--- src/rtl/reg_file_2rp_if.sv ---
// ---------------------------------------------------------------------------
// reg_file_2rp_if
// Bus bundle for the two-read-port register file.
//   master : drives clear, both read requests and the write request;
//            observes read data and the per-entry flag vectors.
//   slave  : the register file itself (mirror of master).
// Signals:
//   clear                    synchronous clear of all entries
//   read_en_x / read_addr_x  read request, port x (x = 0, 1)
//   read_data_x              registered read data, port x
//   write_en / write_addr / write_data  write request
//   zeros                    bit i set when entry i == 0
//   g_zeros                  bit i set when entry i > 0 (signed)
// ---------------------------------------------------------------------------
interface reg_file_2rp_if #(
    parameter int BIT_WIDTH = 16,
    parameter int REG_DEPTH = 16
);
    localparam int ADDR_WIDTH = (REG_DEPTH > 1) ? $clog2(REG_DEPTH) : 1;

    logic                  clear;
    logic                  read_en_0;
    logic [ADDR_WIDTH-1:0] read_addr_0;
    logic [BIT_WIDTH-1:0]  read_data_0;
    logic                  read_en_1;
    logic [ADDR_WIDTH-1:0] read_addr_1;
    logic [BIT_WIDTH-1:0]  read_data_1;
    logic                  write_en;
    logic [ADDR_WIDTH-1:0] write_addr;
    logic [BIT_WIDTH-1:0]  write_data;
    logic [REG_DEPTH-1:0]  zeros;
    logic [REG_DEPTH-1:0]  g_zeros;

    modport master (
        output clear,
        output read_en_0, read_addr_0,
        output read_en_1, read_addr_1,
        output write_en, write_addr, write_data,
        input  read_data_0, read_data_1,
        input  zeros, g_zeros
    );

    modport slave (
        input  clear,
        input  read_en_0, read_addr_0,
        input  read_en_1, read_addr_1,
        input  write_en, write_addr, write_data,
        output read_data_0, read_data_1,
        output zeros, g_zeros
    );
endinterface

--- src/rtl/reg_file_2rp.sv ---
// ---------------------------------------------------------------------------
// reg_file_2rp
// Flip-flop register file with two independent registered read ports, one
// write port and a synchronous whole-array clear. Entries are two's-complement
// signed; per-entry zero / strictly-positive flags are produced
// combinationally from the array for zero-skipping and ReLU-style sparsity.
// Ports:
//   clk    rising-edge clock
//   rst_n  asynchronous active-low reset (array and read data to zero)
//   bus    reg_file_2rp_if slave modport (see interface for signal list)
// Reads sample the pre-edge array, so a read coincident with a write or a
// clear to the same entry returns the old value. Clear beats write.
// Out-of-range addresses (non power-of-two depth) drop writes and read zero.
// ---------------------------------------------------------------------------
module reg_file_2rp #(
    parameter int BIT_WIDTH = 16,
    parameter int REG_DEPTH = 16
) (
    input  logic                clk,
    input  logic                rst_n,
    reg_file_2rp_if.slave       bus
);
    localparam int ADDR_WIDTH = (REG_DEPTH > 1) ? $clog2(REG_DEPTH) : 1;
    // Depth expressed one bit wider than an address so the range check
    // cannot overflow when REG_DEPTH is an exact power of two.
    localparam logic [ADDR_WIDTH:0] DEPTH_W = (ADDR_WIDTH + 1)'(REG_DEPTH);

    logic [BIT_WIDTH-1:0] mem_q [REG_DEPTH];
    logic [BIT_WIDTH-1:0] mem_d [REG_DEPTH];
    logic [BIT_WIDTH-1:0] rd0_q;
    logic [BIT_WIDTH-1:0] rd0_d;
    logic [BIT_WIDTH-1:0] rd1_q;
    logic [BIT_WIDTH-1:0] rd1_d;
    logic [REG_DEPTH-1:0] zeros_s;
    logic [REG_DEPTH-1:0] g_zeros_s;

    function automatic logic addr_ok(input logic [ADDR_WIDTH-1:0] a);
        return ({1'b0, a} < DEPTH_W);
    endfunction

    // Array next state: clear wins over write; out-of-range writes are dropped.
    always_comb begin
        for (int i = 0; i < REG_DEPTH; i++) begin
            mem_d[i] = mem_q[i];
        end
        if (bus.clear) begin
            for (int i = 0; i < REG_DEPTH; i++) begin
                mem_d[i] = {BIT_WIDTH{1'b0}};
            end
        end else if (bus.write_en && addr_ok(bus.write_addr)) begin
            mem_d[bus.write_addr] = bus.write_data;
        end else begin
            mem_d[0] = mem_q[0];
        end
    end

    // Read port next state: load from the pre-edge array or hold.
    always_comb begin
        rd0_d = rd0_q;
        rd1_d = rd1_q;
        if (bus.read_en_0) begin
            if (addr_ok(bus.read_addr_0)) begin
                rd0_d = mem_q[bus.read_addr_0];
            end else begin
                rd0_d = {BIT_WIDTH{1'b0}};
            end
        end else begin
            rd0_d = rd0_q;
        end
        if (bus.read_en_1) begin
            if (addr_ok(bus.read_addr_1)) begin
                rd1_d = mem_q[bus.read_addr_1];
            end else begin
                rd1_d = {BIT_WIDTH{1'b0}};
            end
        end else begin
            rd1_d = rd1_q;
        end
    end

    // Per-entry flags straight from the array, no extra latency after a write.
    always_comb begin
        zeros_s   = {REG_DEPTH{1'b0}};
        g_zeros_s = {REG_DEPTH{1'b0}};
        for (int i = 0; i < REG_DEPTH; i++) begin
            zeros_s[i]   = (mem_q[i] == {BIT_WIDTH{1'b0}});
            g_zeros_s[i] = (mem_q[i][BIT_WIDTH-1] == 1'b0) &&
                           (mem_q[i] != {BIT_WIDTH{1'b0}});
        end
    end

    // State registers: array and read data, asynchronously reset to zero.
    always_ff @(posedge clk or negedge rst_n) begin
        if (!rst_n) begin
            for (int i = 0; i < REG_DEPTH; i++) begin
                mem_q[i] <= {BIT_WIDTH{1'b0}};
            end
            rd0_q <= {BIT_WIDTH{1'b0}};
            rd1_q <= {BIT_WIDTH{1'b0}};
        end else begin
            for (int i = 0; i < REG_DEPTH; i++) begin
                mem_q[i] <= mem_d[i];
            end
            rd0_q <= rd0_d;
            rd1_q <= rd1_d;
        end
    end

    assign bus.read_data_0 = rd0_q;
    assign bus.read_data_1 = rd1_q;
    assign bus.zeros       = zeros_s;
    assign bus.g_zeros     = g_zeros_s;

endmodule

--- src/flat_wrapper.sv ---
// flat-port wrapper written by rule: the top's interface ports become plain ports
module reg_file_2rp_flat 
#(
    parameter int BIT_WIDTH = 16,
    parameter int REG_DEPTH = 16
)
  (clk, rst_n, bus_clear, bus_read_en_0, bus_read_addr_0, bus_read_en_1, bus_read_addr_1, bus_write_en, bus_write_addr, bus_write_data, bus_read_data_0, bus_read_data_1, bus_zeros, bus_g_zeros);
  reg_file_2rp_if #(.BIT_WIDTH(BIT_WIDTH), .REG_DEPTH(REG_DEPTH)) bus_i ();
  input  logic clk;
  input  logic rst_n;
  input wire logic [$bits(bus_i.clear)-1:0] bus_clear;
  input wire logic [$bits(bus_i.read_en_0)-1:0] bus_read_en_0;
  input wire logic [$bits(bus_i.read_addr_0)-1:0] bus_read_addr_0;
  input wire logic [$bits(bus_i.read_en_1)-1:0] bus_read_en_1;
  input wire logic [$bits(bus_i.read_addr_1)-1:0] bus_read_addr_1;
  input wire logic [$bits(bus_i.write_en)-1:0] bus_write_en;
  input wire logic [$bits(bus_i.write_addr)-1:0] bus_write_addr;
  input wire logic [$bits(bus_i.write_data)-1:0] bus_write_data;
  output wire logic [$bits(bus_i.read_data_0)-1:0] bus_read_data_0;
  output wire logic [$bits(bus_i.read_data_1)-1:0] bus_read_data_1;
  output wire logic [$bits(bus_i.zeros)-1:0] bus_zeros;
  output wire logic [$bits(bus_i.g_zeros)-1:0] bus_g_zeros;
  assign bus_i.clear = bus_clear;
  assign bus_i.read_en_0 = bus_read_en_0;
  assign bus_i.read_addr_0 = bus_read_addr_0;
  assign bus_i.read_en_1 = bus_read_en_1;
  assign bus_i.read_addr_1 = bus_read_addr_1;
  assign bus_i.write_en = bus_write_en;
  assign bus_i.write_addr = bus_write_addr;
  assign bus_i.write_data = bus_write_data;
  assign bus_read_data_0 = bus_i.read_data_0;
  assign bus_read_data_1 = bus_i.read_data_1;
  assign bus_zeros = bus_i.zeros;
  assign bus_g_zeros = bus_i.g_zeros;
  reg_file_2rp #(.BIT_WIDTH(BIT_WIDTH), .REG_DEPTH(REG_DEPTH)) u_core (.clk(clk), .rst_n(rst_n), .bus(bus_i));
endmodule
--- config.mk ---
export PLATFORM = sky130hd
export DESIGN_NAME = reg_file_2rp_flat
export DESIGN_NICKNAME = d
export VERILOG_FILES = /design/src/rtl/reg_file_2rp_if.sv /design/src/rtl/reg_file_2rp.sv /design/src/flat_wrapper.sv
export SDC_FILE = /design/constraint.sdc
export NUM_CORES = 1
export LEC_CHECK = 0
export CORE_ASPECT_RATIO = 1.5
export CORE_UTILIZATION = 50
export CTS_BUF_LIST = sky130_fd_sc_hd__clkbuf_4
export DETAILED_ROUTE_END_ITERATION = 6
export PLACE_DENSITY = 0.77
export REMOVE_ABC_BUFFERS = 1
export SLEW_MARGIN = 20
export SYNTH_ARGS = -nofsm -noshare
export SYNTH_HDL_FRONTEND = slang
export SYNTH_SLANG_ARGS = --single-unit
--- constraint.sdc ---
create_clock -name clk -period 1.7 [get_ports clk]
set_clock_uncertainty 0.15 [all_clocks]
set_input_delay 0.34 -clock clk [delete_from_list [all_inputs] [get_ports clk]]
set_output_delay 0.34 -clock clk [all_outputs]
set_load 0.02 [all_outputs]
# ---- Word-level counts from Yosys, hierarchy flattened
# Cells that the tools add are included.
dict set report op_classes {
  muxes 12
  bitwise_logic 19
  mul 0
  add_sub_neg 0
  n_lt_le_gt_ge 4
  n_reduce_logical 50
  shift 0
  n_eq_ne 0
  div_mod_pow 0
}
# operator count
set op_table {}
lappend op_table {{bitwise mux 256 bit} 1}
lappend op_table {{logical NOT 16 bit} 16}
lappend op_table {{2-to-1 mux 256 bit} 1}
lappend op_table {{nonzero test 16 bit} 16}
lappend op_table {{2-to-1 mux 240 bit} 1}
lappend op_table {{binary-select mux 16 bit (select 4 bit)} 2}
lappend op_table {{2-to-1 mux 16 bit} 6}
lappend op_table {{demux 16 bit (select 4 bit)} 1}
lappend op_table {{logical AND 1 bit} 17}
lappend op_table {{inverter 1 bit} 16}
lappend op_table {{>= comparator 5 bit, second input constant} 3}
lappend op_table {{inverter 4 -> 5 bit} 3}
lappend op_table {{< comparator 5 x 1 -> 1 bit, second input constant} 1}
lappend op_table {{nonzero test 2 bit} 1}
dict set report totals {
  elab_cells 103
  mem_bits_rw 0
  latchBits 0
  in_bits 34
  output_inout_bits 64
  reg_bits 288
  mem_count 0
  rom_bits 0
}

# ---- Longest topological paths before layout
# Gate-level depths: netlist of the first run.
dict set report logic_depth {
  depth_word 8
  ltp_mapped 6
}

# ---- Least setup slack after synthesis of the first run
# Ideal clock, no wire load.
dict set report synth_path {
  kind {input-to-reg}
  from {input port bus_read_addr_1[2]}
  to {register u_core.rd1_q[10], in the netlist u_core.bus.read_data_1[10]}
  required_time_ns 1.399
  path_stages 5
  slack_ns -0.012
  arrival_ns 1.411
  setup_time_ns 0.151
  cell_sequence {buf_6 -> buf_12 -> mux4_1 -> mux2i_1 -> a221oi_2}
}
dict set report synth_via {
  elab_chain_len 4
}
# element line
set synth_lines {}
lappend synth_lines {{start, declared} flat_wrapper.sv:15} ;# input wire logic [$bits(bus_i.read_addr_1)-1:0] bus_read_addr_1;
lappend synth_lines {{inverter 4 -> 5 bit (not written as such)} reg_file_2rp.sv:72} ;# rd1_d = mem_q[bus.read_addr_1];
lappend synth_lines {{binary-select mux 16 bit (select 4 bit)} reg_file_2rp.sv:72}
lappend synth_lines {{2-to-1 mux 16 bit (not written as such) (2 in a row)} reg_file_2rp.sv:72}
lappend synth_lines {{end signal, assigned} reg_file_2rp.sv:99} ;# rd1_q <= {BIT_WIDTH{1'b0}};
lappend synth_lines {{end signal, assigned} reg_file_2rp.sv:105} ;# rd1_q <= rd1_d;
lappend synth_lines {{end, declared} reg_file_2rp.sv:32} ;# logic [BIT_WIDTH-1:0] rd1_q;
# No other way between the ends. The select of a mux whose other input is x is not followed.
# A chain may end at the register's enable or synchronous reset.

# ---- Worst setup path in the final report of the first run
dict set report layout_path {
  from {register u_core.mem_q[221] in the netlist's numbering}
  to {output port bus_g_zeros[2]}
}
dict set report layout_via {
  elab_chain_len 2
}
# element line
set layout_lines {}
lappend layout_lines {{start, declared} reg_file_2rp.sv:28} ;# logic [BIT_WIDTH-1:0] mem_q [REG_DEPTH];
lappend layout_lines {{start signal, assigned by index} reg_file_2rp.sv:96} ;# mem_q[i] <= {BIT_WIDTH{1'b0}};
lappend layout_lines {{start signal, assigned by index} reg_file_2rp.sv:102} ;# mem_q[i] <= mem_d[i];
lappend layout_lines {{nonzero test 16 bit} reg_file_2rp.sv:88} ;# (mem_q[i] != {BIT_WIDTH{1'b0}});
lappend layout_lines {{logical AND 1 bit} reg_file_2rp.sv:87} ;# g_zeros_s[i] = (mem_q[i][BIT_WIDTH-1] == 1'b0) &&
lappend layout_lines {{end, declared} flat_wrapper.sv:22} ;# output wire logic [$bits(bus_i.g_zeros)-1:0] bus_g_zeros;
# No other way between the ends.

==> key figures, run 1 <==
Logic synthesis
  – Largest family of logic cells by synthesized area: multiplexers
  – Sequential fraction of the synthesis area: 42.3%
  – Avg Cell Area, Syn: 10.3 um2
  – Warnings from Yosys: 0
  – Synth Cell Area: 0.0170 mm2
  – Flops & latches, synth: 288
  – Asr flop ratio synth: 100%
  – Mapped Cells: 1654
  – Xor/xnor share of the synthesized area: 0%
  – Adder-cell share of the synthesized area: 0%
  – Post-synthesis simple-gate area fraction: 12.6%
  – Synth Area in Compound Gates: 18.8%
  – Commonest register cell after synthesis: dfrtp_1
  – Post-synthesis mux area share: 19.3%
  – Yosys cell types: 37
  – Number of flops mapped to enable cells by yosys: 0

Final layout
  – Area of the multi-input gates: 0.00948 mm2
  – Most common cell after layout, fill and taps aside: buf_4
  – Layout cells sized above 1: 42.7%
  – Sequential Area: 0.00722 mm2
  – Area delta synth->final: 36.5%
  – Most frequent cells in the layout: buf_4 (334), dfrtp_1 (280), nand3_1 (256), a21oi_1 (256), o21ai_0 (170)
  – # fillers: 2237
  – NumNets Final: 2063
  – Fin util: 69.5%

Route
  – 1st-pass router iterations: 7
  – DRC viols: 10
  – Final antenna-violating net count: 0
  – Vias/cell: 7.26
  – Final Routed Wirelength: 69800 um
  – Vias: 18045
  – Wire per inst: 28.1 um
  – Count of routing violations after the opening detailed-route iteration: 2894

Timing
  – Tmin final: 2.64 ns
  – Hold Vio Cnt, Final: 0
  – Final Setup Violations: 80
  – RSZ-0062 raised after global routing: yes
  – Final WS setup: -0.935 ns
  – Maximum clock frequency: 379 MHz
  – Worst Tran Pin Value: 0.645 ns
  – Max-slew violations: 0
  – Worst rel slew slack: 57.0%
  – Period utilization: 155%

CTS
  – Maximum clock insertion buffer count: 3
  – Clock transition at path regs: 0.08 ns
  – CTS Sinks: 288
  – TritonCTS Buffers: 70
  – Clock Latency Late Sink: 0.81 ns
  – H-tree levels: 3
  – CTS tree: yes
  – Clk root buf: clkbuf_4

Setup path
  – Cell family contributing the most delay on the critical path: simple AND/OR/NAND/NOR gates
  – Arrival time at the worst endpoint: 2.15 ns
  – Setup crit start kind: flop
  – CP Cell Sequence: nor4_1, buf_4, and4_4, nor2_2, buf_6
  – Kind of end point of the critical path: primary output
  – Slowest cell on the critical path: dfrtp_1
  – Worst EP required: 1.21 ns
  – CP bufs+invs: 2
  – Setup CP Type: flop to primary output
  – Worst path max stage delay: 0.40 ns
  – Worst-path fanout max: 2

Run
  – Max-cap violations: 0

Power
  – Cell Pwr Density: 708 mW/mm2
  – Pwr Total: 16500 uW
  – VDD IR-drop max: 391 uV
  – Leak Pwr: 0.00978 uW

Place
  – GP Congestion: 0.978
  – Port bufs: 97
  – Detailed placement HPWL: 43600 um
  – Pre-CTS setup slack: -0.783 ns

Floorplanning
  – Core ar.: 0.0334 mm2
  – Die area: 0.0348 mm2
  – Starting Density: 50.9%
  – Die span in x: 153 um
  – I/O pin total: 98
  – Die height: 228 um
  – Cell row count: 82

GRT
  – Number of global-route vias before repair: 17675
  – Initial antenna violation count: 1
  – Grt ovf: 0
  – Tot GR Track Use: 39.5%
  – Largest net degree at the start of global routing: 65
  – First-pass GRT wire length: 104000 um

Worst hold path
  – Worst hold path class: input pin to flop

Status
  – Status: complete, but fails checks
  – Violated checks: DRC, setup timing
[logic make-up (layout without fill, tap and decap cells)]
family / Yosys count / count (layout)
and+or+nand+nor: 406 / 406
muxes: 160 / 160
DFF: 288 / 288
buffers and inverters: 224 / 634
other: 0 / 1
AOI/OAI and AO/OA: 576 / 576
[repair_timing]
item,4_1_cts,5_1_grt
resized for setup,473,105
buffers inserted,16,16
pin swaps,26,34
hold endpoints to repair,464,0
hold buffers,3,0
endpoints found under the setup margin,80,91
[registers in the layout (all words and copies together) (netlist names)]
| name | count |
|---|---|
| u_core.mem_q | 256 |
| u_core.bus.read_data_0 | 16 |
| u_core.bus.read_data_1 | 16 |
[final timing paths]
kind / start / to / slack, ns / cells past startpoint
min in group asynchronous: rst_n / u_core.mem_q[132] / 0.42 / 3
max in group asynchronous: rst_n / u_core.mem_q[209] / 0.24 / 4
worst max-delay path: u_core.mem_q[221] / bus_g_zeros[2] / -0.94 / 5
worst min register to register: u_core.bus.read_data_1[8] / u_core.bus.read_data_1[8] / 0.45 / 2
worst max register to register: u_core.mem_q[15] / u_core.bus.read_data_0[15] / -0.14 / 5
worst min-delay path: bus_read_addr_0[1] / u_core.bus.read_data_0[13] / 0.04 / 4
[report_power, final]
group | internal, uW | total, uW | switching (uW) | leakage (uW)
sequential | 7010 | 7190 | 177 | 0.00394
combinational | 1590 | 3660 | 2060 | 0.00537
clock | 2700 | 5620 | 2920 | 0.000476
total | 11300 | 16500 | 5160 | 0.00978
[synthesized netlist by cell type (3+ instances only)]
cell type | n | area, um2
a221oi_2 | 26 | 390
dlygate4sd1_1 | 5 | 43.8
mux4_2 | 104 | 2340
nor2_1 | 48 | 180
a21oi_1 | 256 | 1280
clkbuf_1 | 110 | 413
buf_4 | 8 | 60.1
o22ai_1 | 32 | 200
buf_6 | 8 | 90.1
nand2b_1 | 4 | 25.0
clkbuf_4 | 8 | 60.1
a221oi_1 | 6 | 52.6
nor4_1 | 64 | 400
dfrtp_1 | 288 | 7210
nand3_1 | 257 | 1290
buf_1 | 18 | 67.6
buf_2 | 56 | 280
o21ai_0 | 170 | 851
mux2i_1 | 32 | 320
and4_1 | 16 | 140
and2_1 | 3 | 18.8
buf_12 | 6 | 120
clkbuf_2 | 3 | 15.0
mux4_1 | 22 | 578
o21ai_1 | 86 | 430
[routing by layer]
layer | track usage [%] | up-vias | routed length, um
li1 | - | 7125 | -
met1 | 47.2 | 8566 | 21700
met2 | 62.3 | 1821 | 32800
met3 | 10.3 | 533 | 9260
met4 | 27.8 | 0 | 6100
met5 | 0 | - | 0
[final cells by class]
class                      instances  share of cell area (%)
antenna                            1                  0.0108
clock buffer                      95                    3.07
clock inverter                    12                   0.307
multi-input combinational       1142                    40.8
sequential                       288                    31.0
tap                              420                    2.26
timing repair buffer             527                    22.5
[stage by stage]
| stage | std cells | instance area [um2] | hold slack, ns | TNS [ns] |
|---|---|---|---|---|
| detailed placement | 2356 | 21300 | 0.113 | -112.71 |
| finish | 2485 | 23300 | 0.0419 | -31.95 |
| global placement | 2356 | 21300 | 0.110 | -102.59 |
| CTS | 2477 | 22700 | 0.0255 | -31.64 |
| global route | 2485 | 23300 | 0.0439 | -34.94 |
| floorplan | 1430 | 15900 | -0.106 | -338.36 |
[worst register-to-register path, stage by stage, from the launching register on]
cell	delay, ns
dfrtp_1	0.45
buf_6	0.17
mux4_2	0.48
mux2i_1	0.17
buf_4	0.19
a221oi_2	0.07
No activity file was read; power rests on OpenSTA's default activity.
==> run 2: changes to the inputs <==
--- a/config.mk
+++ b/config.mk
@@ -9,7 +9,7 @@
 export CORE_UTILIZATION = 50
 export CTS_BUF_LIST = sky130_fd_sc_hd__clkbuf_4
 export DETAILED_ROUTE_END_ITERATION = 6
-export PLACE_DENSITY = 0.77
+export PLACE_DENSITY = 0.79
 export REMOVE_ABC_BUFFERS = 1
 export SLEW_MARGIN = 20
 export SYNTH_ARGS = -nofsm -noshare
==> constraint.sdc (replaced) <==
create_clock -name clk -period 2.35 [get_ports clk]
set_clock_uncertainty 0.15 [all_clocks]
set_input_delay 0.47 -clock clk [delete_from_list [all_inputs] [get_ports clk]]
set_output_delay 0.47 -clock clk [all_outputs]
set_load 0.02 [all_outputs]
==> key figures, run 2 (synthesis gave the netlist of run 1 again) <==
Setup path
  – Kind of end point of the critical path: primary output
  – R2R cell count: 5
  – Setup crit start kind: flop
  – Setup CP Type: flop to primary output
  – Arrival time at the worst endpoint: 2.20 ns
  – Worst EP required: 1.73 ns
  – Worst-path fanout max: 2

GRT
  – Grt ovf: 0
  – First-pass GRT wire length: 99800 um
  – Largest net degree at the start of global routing: 71
  – Initial antenna violation count: 2
  – Tot GR Track Use: 37.9%
  – Met2 usage: 60.7%
  – Met1 Use GR: 45.6%
  – Number of global-route vias before repair: 16893
  – GR peak layer: met2
  – Met3 usage: 8.74%

Place
  – Port bufs: 97
  – Detailed placement HPWL: 40200 um
  – GP Congestion: 0.980
  – Placed instance area: 0.0196 mm2

Route
  – DRC viols: 19
  – Final Routed Wirelength: 65100 um
  – Vias: 17289
  – 1st-pass router iterations: 7
  – Count of routing violations after the opening detailed-route iteration: 2926
  – Final antenna-violating net count: 0
  – Wire per inst: 28.0 um
  – Vias/cell: 7.45

Final layout
  – Area delta synth->final: 24.6%
  – Layout cells sized above 1: 33.3%
  – Max reg flops: 256
  – NumNets Final: 1895
  – Most common cell after layout, fill and taps aside: dfrtp_1
  – Register with the most flip-flops: u_core.mem_q
  – Most frequent cells in the layout: dfrtp_1 (280), nand3_1 (256), a21oi_1 (256)
  – Final cell area excluding filler cells: 0.0212 mm2

Timing
  – Worst Hold Slack: 0.0912 ns
  – Period utilization: 120%
  – Tmin final: 2.82 ns
  – Final WS setup: -0.470 ns
  – Worst Tran Pin Value: 0.951 ns
  – Worst rel slew slack: 36.6%
  – RSZ-0062 raised after global routing: yes
  – Final Setup Violations: 32
  – Max-slew violations: 0
  – Maximum clock frequency: 355 MHz
  – Hold Vio Cnt, Final: 0

Floorplanning
  – Starting Density: 50.9%
  – I/O pin total: 98
  – Die span in x: 153 um
  – Die area: 0.0348 mm2
  – Core ar.: 0.0334 mm2
  – Die height: 228 um
  – Cell row count: 82

CTS
  – Maximum clock insertion buffer count: 3
  – Clock transition at path regs: 0.07 ns
  – Clock Latency Late Sink: 0.82 ns
  – Clk root buf: clkbuf_4
  – CTS Sinks: 288
  – CTS tree: yes
  – TritonCTS Buffers: 70
  – H-tree levels: 3

Status
  – Violated checks: DRC, setup timing
  – Status: complete, but fails checks

Power
  – VDD IR-drop max: 286 uV
  – Cell Pwr Density: 558 mW/mm2
  – Leak Pwr: 0.00879 uW

Run
  – Max-cap violations: 0

Worst hold path
  – Worst hold path class: input pin to asynchronous set/reset pin
-- run 2: repair_timing --
item | 4_1_cts | 5_1_grt
buffers inserted | 15 | 13
hold endpoints to repair | 297 | 0
pin swaps | 23 | 16
resized for setup | 290 | 35
hold buffers | 2 | 0
endpoints found under the setup margin | 64 | 32
cloned | 0 | 0
-- run 2: path summary, 6_finish.rpt --
kind	start	to	slack [ns]
min in group clk	bus_read_addr_1[1]	u_core.bus.read_data_1[13]	0.23
max in group asynchronous	rst_n	u_core.mem_q[239]	1.21
setup reg to reg	u_core.mem_q[47]	u_core.bus.read_data_0[15]	0.13
setup / recovery	u_core.mem_q[187]	bus_g_zeros[4]	-0.47
hold reg to reg	u_core.bus.read_data_1[8]	u_core.bus.read_data_1[8]	0.43
hold / removal	rst_n	u_core.mem_q[80]	0.09
-- run 2: cell type report --
class / count / area (um2)
Clock inverter: 14 / 133
Fill cell: 2440 / 12200
Multi-Input combinational cell: 1142 / 9170
Sequential cell: 288 / 7220
Clock buffer: 97 / 728
Tap cell: 420 / 526
Timing Repair Buffer: 359 / 3430
Antenna cell: 2 / 5.00
-- run 2: power breakdown --
part | total (uW) | switching, uW | internal [uW]
sequential | 5200 | 127 | 5070
clock | 4370 | 2160 | 2210
combinational | 2260 | 1360 | 901
-- run 2: routing by layer --
layer	share of wire, %	vias to the layer above
li1	-	6794
met1	32	8280
met4	8.5	0
met2	47	1715
met5	0	-
met3	13	500
-- run 2: critical path, cell delays in order (launching register included) --
cell,delay [ns]
dfrtp_1,0.42
nor4_4,0.38
buf_4,0.17
and4_4,0.25
nor2_2,0.05
buf_6,0.12
-- run 2: metrics by stage --
stage	total power, uW	util, %	TNS [ns]	instances	setup WS, ns
final	11800	63.4	-11.21	2322	-0.470
after global routing	12200	63.4	-11.61	2321	-0.457
after CTS	11700	62.6	-10.25	2307	-0.415
after detailed placement	7390	58.7	-1.11	2179	-0.147
after global placement	7360	58.7	-1.07	2179	-0.141
after floorplan	6020	-	-218.04	1430	-2.21
